## src/rtl/dmem_arb.sv

```systemverilog
// Two-master arbiter in front of the data-memory bus. Write and read channels
// arbitrate independently; read data is steered back to the issuing master.
module dmem_arb #(
    parameter int FIXED_PRIO = 0,
    parameter int AW         = 32
) (
    input  logic          clk,
    input  logic          resetb,
    input  logic          m0_wready,
    input  logic          m1_wready,
    output logic          m0_wvalid,
    output logic          m1_wvalid,
    input  logic [AW-1:0] m0_waddr,
    input  logic [AW-1:0] m1_waddr,
    input  logic [31:0]   m0_wdata,
    input  logic [31:0]   m1_wdata,
    input  logic [3:0]    m0_wstrb,
    input  logic [3:0]    m1_wstrb,
    input  logic          m0_rready,
    input  logic          m1_rready,
    output logic          m0_rvalid,
    output logic          m1_rvalid,
    input  logic [AW-1:0] m0_raddr,
    input  logic [AW-1:0] m1_raddr,
    output logic          m0_rresp,
    output logic          m1_rresp,
    output logic [31:0]   m0_rdata,
    output logic [31:0]   m1_rdata,
    output logic          s_wready,
    input  logic          s_wvalid,
    output logic [AW-1:0] s_waddr,
    output logic [31:0]   s_wdata,
    output logic [3:0]    s_wstrb,
    output logic          s_rready,
    input  logic          s_rvalid,
    output logic [AW-1:0] s_raddr,
    input  logic          s_rresp,
    input  logic [31:0]   s_rdata
);

    logic w_ptr, w_lock, w_own, w_gnt, w_act;
    logic r_ptr, r_lock, r_own, r_gnt, r_act;
    logic r_sel, r_pend;

    // A locked channel keeps its owner until the memory accepts, so a
    // presented request is never withdrawn from under the memory.
    always_comb begin
        w_gnt = 1'b0;
        w_act = 1'b0;
        if (w_lock) begin
            w_gnt = w_own;
            w_act = w_own ? m1_wready : m0_wready;
        end else if (m0_wready && m1_wready) begin
            w_gnt = (FIXED_PRIO != 0) ? 1'b0 : w_ptr;
            w_act = 1'b1;
        end else if (m1_wready) begin
            w_gnt = 1'b1;
            w_act = 1'b1;
        end else if (m0_wready) begin
            w_act = 1'b1;
        end
    end

    always_comb begin
        r_gnt = 1'b0;
        r_act = 1'b0;
        if (r_lock) begin
            r_gnt = r_own;
            r_act = r_own ? m1_rready : m0_rready;
        end else if (m0_rready && m1_rready) begin
            r_gnt = (FIXED_PRIO != 0) ? 1'b0 : r_ptr;
            r_act = 1'b1;
        end else if (m1_rready) begin
            r_gnt = 1'b1;
            r_act = 1'b1;
        end else if (m0_rready) begin
            r_act = 1'b1;
        end
    end

    assign s_wready  = w_act;
    assign s_waddr   = w_gnt ? m1_waddr : m0_waddr;
    assign s_wdata   = w_gnt ? m1_wdata : m0_wdata;
    assign s_wstrb   = w_gnt ? m1_wstrb : m0_wstrb;
    assign m0_wvalid = w_act && !w_gnt && s_wvalid;
    assign m1_wvalid = w_act &&  w_gnt && s_wvalid;

    assign s_rready  = r_act;
    assign s_raddr   = r_gnt ? m1_raddr : m0_raddr;
    assign m0_rvalid = r_act && !r_gnt && s_rvalid;
    assign m1_rvalid = r_act &&  r_gnt && s_rvalid;

    // Data phase follows the accept by one cycle and goes only to the issuer.
    assign m0_rdata  = (r_pend && !r_sel) ? s_rdata : 32'd0;
    assign m1_rdata  = (r_pend &&  r_sel) ? s_rdata : 32'd0;
    assign m0_rresp  = r_pend && !r_sel && s_rresp;
    assign m1_rresp  = r_pend &&  r_sel && s_rresp;

    always_ff @(posedge clk or negedge resetb) begin
        if (!resetb) begin
            w_ptr  <= 1'b0;
            w_lock <= 1'b0;
            w_own  <= 1'b0;
        end else if (w_act) begin
            if (s_wvalid) begin
                w_lock <= 1'b0;
                w_ptr  <= ~w_gnt;
            end else begin
                w_lock <= 1'b1;
                w_own  <= w_gnt;
            end
        end
    end

    always_ff @(posedge clk or negedge resetb) begin
        if (!resetb) begin
            r_ptr  <= 1'b0;
            r_lock <= 1'b0;
            r_own  <= 1'b0;
            r_sel  <= 1'b0;
            r_pend <= 1'b0;
        end else begin
            r_pend <= r_act && s_rvalid;
            if (r_act) begin
                if (s_rvalid) begin
                    r_lock <= 1'b0;
                    r_ptr  <= ~r_gnt;
                    r_sel  <= r_gnt;
                end else begin
                    r_lock <= 1'b1;
                    r_own  <= r_gnt;
                end
            end
        end
    end

endmodule
```

## config.mk

```make
export PLATFORM = sky130hd
export DESIGN_NAME = dmem_arb
export DESIGN_NICKNAME = d
export VERILOG_FILES = /design/src/rtl/dmem_arb.sv
export SDC_FILE = /design/constraint.sdc
export NUM_CORES = 1
export LEC_CHECK = 0
export CAP_MARGIN = 10
export CORE_AREA = 8 8 153 155
export CTS_CLUSTER_SIZE = 10
export DETAILED_ROUTE_END_ITERATION = 6
export DIE_AREA = 0 0 161 163
export PLACE_DENSITY = 0.57
export SYNTH_ARGS = -nofsm -noshare
export SYNTH_HDL_FRONTEND = slang
export SYNTH_SLANG_ARGS = --single-unit
```

## constraint.sdc

```tcl
create_clock -name clk -period 1.6 [get_ports clk]
set_input_delay 0.16 -clock clk [delete_from_list [all_inputs] [get_ports clk]]
set_output_delay 0.16 -clock clk [all_outputs]
set_load 0.02 [all_outputs]
```

# After elaboration in Yosys (flattened, before gate mapping)
# Cells that the tools add are included.
# totals
regBits,8
elab_cells,58
input_bits,241
output_inout_bits,172
# op_classes
bitwise_logic,4
reduce_logical,22
n_mux,24
# ops
cell,n
$mux 32,5
$mux 1,18
$logic_and 1x1->1,15
$reduce_and 2->1,4
$mux 4,1
$not 1->1,4
$logic_not 1->1,3

# Logic depth before layout (Yosys ltp)
# Gate-level depths: netlist (run 1).
# logic_depth
depth_word,6
depth_mapped,5
mapped_depth_nobuf,3

# Least setup slack after synthesis (run 1)
# Ideal clock, no wire load.
# synth_timing
path_kind,register to output
startpoint,register w_lock
endpoint,output port m0_wvalid
stages_incl_launch_ff,4
path_slack_ns,-0.202
required_time_ns,1.440
t_arrival_ns,1.642
path_cell_list,dfrtp_1 a21bo_2 a22oi_1 nor3b_1
# synth_between
word_cells_on_any_way,5
cone_classes,mux: 2; reduce/logical: 3
# synth_rtl
item,line,rtl
from (decl),41,"logic w_ptr, w_lock, w_own, w_gnt, w_act;"
from (signal assigned),102,w_lock <= 1'b0;
from (signal assigned),106,w_lock <= 1'b0;
from (signal assigned),109,w_lock <= 1'b1;
$mux 1,50,if (w_lock) begin
named net s_wready,29,"output logic s_wready,"
$logic_and 1x1->1 (2 in series),85,assign m0_wvalid = w_act && !w_gnt && s_wvalid;
to (decl),11,"output logic m0_wvalid,"
# The timed path passes the listed nets, and every way through them passes these cells.

# Worst setup path in the final report (run 1)
# layout_timing
startpoint,register w_ptr
endpoint,output port s_waddr[7]
# layout_between
elab_chain_len,3
# layout_lines
item,line,rtl
from (decl),41,
from (signal assigned),107,w_ptr <= ~w_gnt;
$mux 1,53,end else if (m0_wready && m1_wready) begin
$mux 1,50,
$mux 32,82,assign s_waddr = w_gnt ? m1_waddr : m0_waddr;
to (decl),31,"output logic [AW-1:0] s_waddr,"
# No other way between the ends.

==> results of run 1 <==
[cells by family (layout without fill, tap and decap cells)]
group	Yosys count	in the layout	share of synthesized area, %
muxes	101	101	57.2
and+or+nand+nor	89	89	21.7
AOI/OAI and AO/OA	18	19	5.71
DFF	8	8	8.23
buffers and inverters	25	488	7.15
[final timing paths]
kind                       startpoint          to  slack [ns]
max reg2reg                     r_own       r_sel        0.08
min reg2reg                     w_ptr       w_ptr        0.59
max in group asynchronous      resetb      w_lock        1.07
min in group clk            m1_rready       r_own        0.39
max                             w_ptr  s_waddr[7]       -0.47
min                            resetb       r_ptr        0.22
[flip-flops by register name (all words and copies together) (netlist names)]
register and cells:
r_lock 1, r_own 1, r_pend 1, r_ptr 1, r_sel 1, w_lock 1, w_own 1, w_ptr 1
[synth_stat cells]
master,n,share of area [%]
mux2_4,68,42
and2_1,34,8.7
and3_1,34,8.7
mux2_2,31,14
buf_6,10,4.6
clkbuf_1,9,1.4
dfrtp_1,8,8.2
nor2_1,7,1.1
nand2_1,5,0.77
inv_1,4,0.62
o31ai_1,4,1.2
nand2b_1,3,0.77
nor2b_1,3,0.77
o21ai_0,3,0.62
a21oi_1,2,0.41
a21bo_2,1,0.41
a22o_1,1,0.36
a22oi_1,1,0.31
a31oi_1,1,0.26
a32o_1,1,0.41
a41oi_1,1,0.36
and2b_1,1,0.31
buf_2,1,0.21
buf_4,1,0.31
mux2_1,1,0.46
mux2i_1,1,0.41
nand3_1,1,0.21
nor3b_1,1,0.31
o211ai_1,1,0.31
o21ai_4,1,0.67
o22a_1,1,0.36
[metrics by stage]
step                utilization [%]  hold slack, ns  TNS, ns  instance area (µm²)  total power [mW]
floorplan                         -          -0.136        0                 2440              4.01
global placement               34.0           0.474   -74.64                 7080              6.95
detailed placement             34.0           0.482   -76.28                 7080              6.94
CTS                            35.2           0.241   -40.39                 7330              7.60
global route                   36.3           0.250   -40.90                 7560              8.76
finish                         36.3           0.225   -33.93                 7560              8.34
[power by group through the flow]
| stage | Clock, mW | Combinational (mW) | Sequential, mW |
|---|---|---|---|
| final | 0.415 | 7.55 | 0.369 |
| after global routing | 0.434 | 7.95 | 0.381 |
| after CTS | 0.423 | 6.84 | 0.334 |
| after detailed placement | 0 | 6.61 | 0.331 |
| after global placement | 0 | 6.62 | 0.332 |
| after floorplan | 0 | 3.67 | 0.344 |
[final cells by class]
class | count | area (µm²)
Inverter | 4 | 15.0
Multi-Input combinational cell | 209 | 2270
Tap cell | 275 | 344
Sequential cell | 8 | 201
Timing Repair Buffer | 481 | 4660
Clock buffer | 3 | 75.1
Fill cell | 2127 | 13300
[critical path: stages (launching register included)]
cell             delay, ns
dfrtp_1               0.39
nand2b_4              0.18
a22o_4                0.30
clkbuf_16             0.20
mux2_4                0.30
clkdlybuf4s15_1       0.31
[layer usage]
layer | track usage (%) | up-vias | routed length [µm]
li1 | - | 1802 | -
met1 | 11.9 | 1654 | 6920
met2 | 22.5 | 236 | 9770
met3 | 4.98 | 6 | 1780
met4 | 1.43 | 0 | 116
met5 | 0 | - | 0
[repair_timing]
action / in CTS / in global routing
pin swaps: 3 / 5
resized for setup: 536 / 229
cloned: 4 / 7
endpoints found under the setup margin: 172 / 140
setup buffers: 14 / 12
==> impl_metrics.ini, run 1 <==
[cells_and_area]
syn2layout_area_growth_pct = 211
fin_nets = 948
final_cell_mix = clkdlybuf4s50_1 (237), mux2_4 (98), buf_6 (81)
fin_cells = 980
diodes = 0
final_common_cell = clkdlybuf4s50_1
drive_gt1_share_pct = 46.4

[synthesis]
yosys_warnings = 0
mappedNetlistArea_um2 = 2430
syn_avg_cell_area_um2 = 10.1
synth_seq_area_share_pct = 8.23
synth-seq-cells = 8
syn_nets = 482
synth_cell_types = 31
netlist_instances = 241

[floorplan]
core_area_um2 = 20800
initial_core_util_pct = 11.7
ios = 413
placementRows = 53
dieArea_um2 = 26200
die_w_um = 161
die_y_um = 163

[sta]
hold_viol = 0
timing.final.crit_share_pct = 129
slew_violations = 0
fin_ws_ns = -0.471
max_freq_mhz = 483
finalClockSkew_ns = 0.00207
tightest_slew_ns = 0.394
min_period_ns = 2.07
rsz0062_at_grt = true
final-setup-viol-count = 103
maxSlewHeadroom_pct = 73.7

[power_and_ir_drop]
clkPwrFrac_pct = 5.0
p_leak_nw = 3.72
max-vdd-ir-drop_v = 0.000570
p_sw_mw = 3.43
seqPwrFrac_pct = 4.4
power.internal_mw = 4.91
share_comb_of_total_power_pct = 90.6
p_sw_share_pct = 41.1
p_per_area_nw_per_um2 = 1100

[setup_path]
crit_type = reg2out
worstPathMaxFanout = 10
critPathLaunchType = register
cp.arrival_ns = 1.91
critPathCaptureType = primary output
rr_worst_depth = 7
critical_path_required_ns = 1.44

[grt]
grt_overflow = 0
grt_pass1_wl_um = 24200
grt_max_degree = 35
grt_pass1_vias = 3853
grt_usage_pct = 11.7
antenna_found_initial = 0

[cts]
clk_pin_slew_ns = 0.04
cts_buffers = 3
clock-sinks = 8
cts_tree = yes
htreeDepth = 1
ctsHoldBuffers = 0
clock_latency_ns = 0.23
clockBufferDepth = 2
cts-root-buf = clkbuf_16

[placement]
numPlacedInstances = 943
place_congestion = 0.773
pre_cts_ws_ns = -0.803
dp_hpwl_um = 14700
port_buffers = 412

[job]
drv_cap = 0

[routing]
route.detailed.drc = 0
ant_nets = 0
routedWlPerCell_um = 19.0
drt_iter0_markers = 105
via_per_inst = 3.77
drtPass1Iterations = 4
via_count = 3698
wl_um = 18600

[min_path]
hp-class = in2async

[run_status]
violations = setup timing
status = finished with violations
(Power assumes the default switching activity.)
==> run 2, diff against run 1 <==
- CTS_CLUSTER_SIZE: 10 -> 16
- GPL_TIMING_DRIVEN: default -> 0
==> impl_metrics.ini, run 2 (same netlist as run 1, synthesis figures left out) <==
[run_status]
status = finished with violations
violations = setup timing

[min_path]
hp-class = in2async

[sta]
timing.final.crit_share_pct = 124
slew_violations = 0
max_freq_mhz = 502
tightest_slew_ns = 0.383
rsz0062_at_grt = true
setup_tns_ns = -35.46
hold_viol = 0
min_period_ns = 1.99
final-setup-viol-count = 129
maxSlewHeadroom_pct = 74.4
fin_ws_ns = -0.392
finalClockSkew_ns = 0.00294

[setup_path]
path_cells = nand2b_4 > o21ai_4 > buf_8 > mux2_2 > clkdlybuf4s15_2
crit_path_top_delay_cell = dfrtp_2
rr_startpoint = w_lock
worstPathMaxFanout = 10
worst-path-buf-inv = 2
critical_path_required_ns = 1.44
reg2reg_slack_ns = 0.46
cp-startpoint = r_lock
crit_type = reg2out
r2r-end = w_ptr
critPathCaptureType = primary output
rr_worst_depth = 4
critPathMaxStageDelay_ns = 0.42
crit_family = buffers and inverters
critPathLaunchType = register
cp.arrival_ns = 1.83

[cts]
clockBufferDepth = 2
cts_buffers = 3
clock_latency_ns = 0.23
cts_tree = yes
clk_pin_slew_ns = 0.04
clock-sinks = 8
ctsHoldBuffers = 0
htreeDepth = 1
cts-root-buf = clkbuf_16

[cells_and_area]
utilization_pct = 37.2
fill_cells = 2093
syn2layout_area_growth_pct = 218
fin_nets = 943
final_common_cell = clkdlybuf4s50_1
multiInputGateArea_um2 = 2230
stdcell_area_um2 = 7740
drive_gt1_share_pct = 53.7
fin_cells = 975
diodes = 0
final_cell_mix = clkdlybuf4s50_1 (236), buf_6 (132), mux2_4 (80)
register_area_um2 = 204

[routing]
wl_um = 18100
drtPass1Iterations = 4
drt_iter0_markers = 80
via_per_inst = 3.82
route.detailed.drc = 0
routedWlPerCell_um = 18.6
via_count = 3724
ant_nets = 0

[grt]
grt_pass1_wl_um = 24600
grt_pass1_vias = 3936
antenna_found_initial = 0
grt_max_degree = 11
grt_overflow = 0
grt_usage_pct = 12.0

[power_and_ir_drop]
max-vdd-ir-drop_v = 0.000440
p_leak_nw = 3.67
p_per_area_nw_per_um2 = 1130

[floorplan]
ios = 413
placementRows = 53
core_area_um2 = 20800
initial_core_util_pct = 11.7
dieArea_um2 = 26200
die_y_um = 163
die_w_um = 161

[placement]
placed_area_um2 = 6900
place_congestion = 0.779
dp_hpwl_um = 14900
port_buffers = 411
numPlacedInstances = 927

[job]
drv_cap = 0
==> run 2: cell types whose count changed in the layout (fill, tap and decap cells not counted), moves of 4 or more <==
cell and change:
and2_1 -27, and2_4 +27, buf_2 -12, buf_4 -12
buf_6 +51, buf_8 +4, clkdlybuf4s15_2 -10, dlygate4sd2_1 -27
mux2_2 +17, mux2_4 -18
==> run 2: repair_timing <==
action | CTS | global route
buffers inserted | 19 | 17
setup endpoints to repair | 172 | 161
pin swaps | 3 | 19
resized for setup | 719 | 316
cloned | 4 | 7
==> run 2: area by class of cell <==
type | instances | area share [%]
multi-input cells | 208 | 28.8
repair buffers | 456 | 59.2
well taps | 275 | 4.44
clock buffers | 3 | 0.970
inverters | 4 | 0.194
plain buffers | 21 | 3.75
flip-flops and latches | 8 | 2.63
==> run 2: layer usage <==
metal	vias up	routed length, µm	track usage (%)
met5	-	0	0
met4	0	195	1.94
met1	1685	6520	12.3
met3	12	1790	5.08
met2	236	9600	22.5
li1	1791	-	-
==> run 2: report_power, final <==
| group | switching [mW] | internal [mW] | total (mW) |
|---|---|---|---|
| logic | 3.27 | 4.72 | 8.00 |
| clock network | 0.0993 | 0.322 | 0.422 |
| registers | 0.0785 | 0.279 | 0.357 |
==> run 2: metrics by stage <==
step	hold WS, ns	setup WS [ns]	power (mW)
floorplan	-0.136	0.00540	4.01
global placement	0.474	-0.917	6.81
detailed placement	0.467	-0.933	6.79
CTS	0.223	-0.442	7.40
global route	0.238	-0.451	9.21
finish	0.216	-0.392	8.78
==> run 2: worst register-to-register path, stage by stage (launching register included) <==
cell     delay (ns)
dfrtp_1        0.41
buf_4          0.15
nor2b_1        0.14
o31ai_1        0.20
o31ai_1        0.11
==> run 2: how the worst max path moves through the flow <==
stage,to,slack (ns),cells past startpoint
floorplan,m0_wvalid,0.005,3
global placement,s_raddr[4],-0.92,6
global route,s_raddr[4],-0.45,5
detailed placement,s_wstrb[3],-0.93,7
finish,s_raddr[4],-0.39,5
CTS,s_raddr[23],-0.44,5
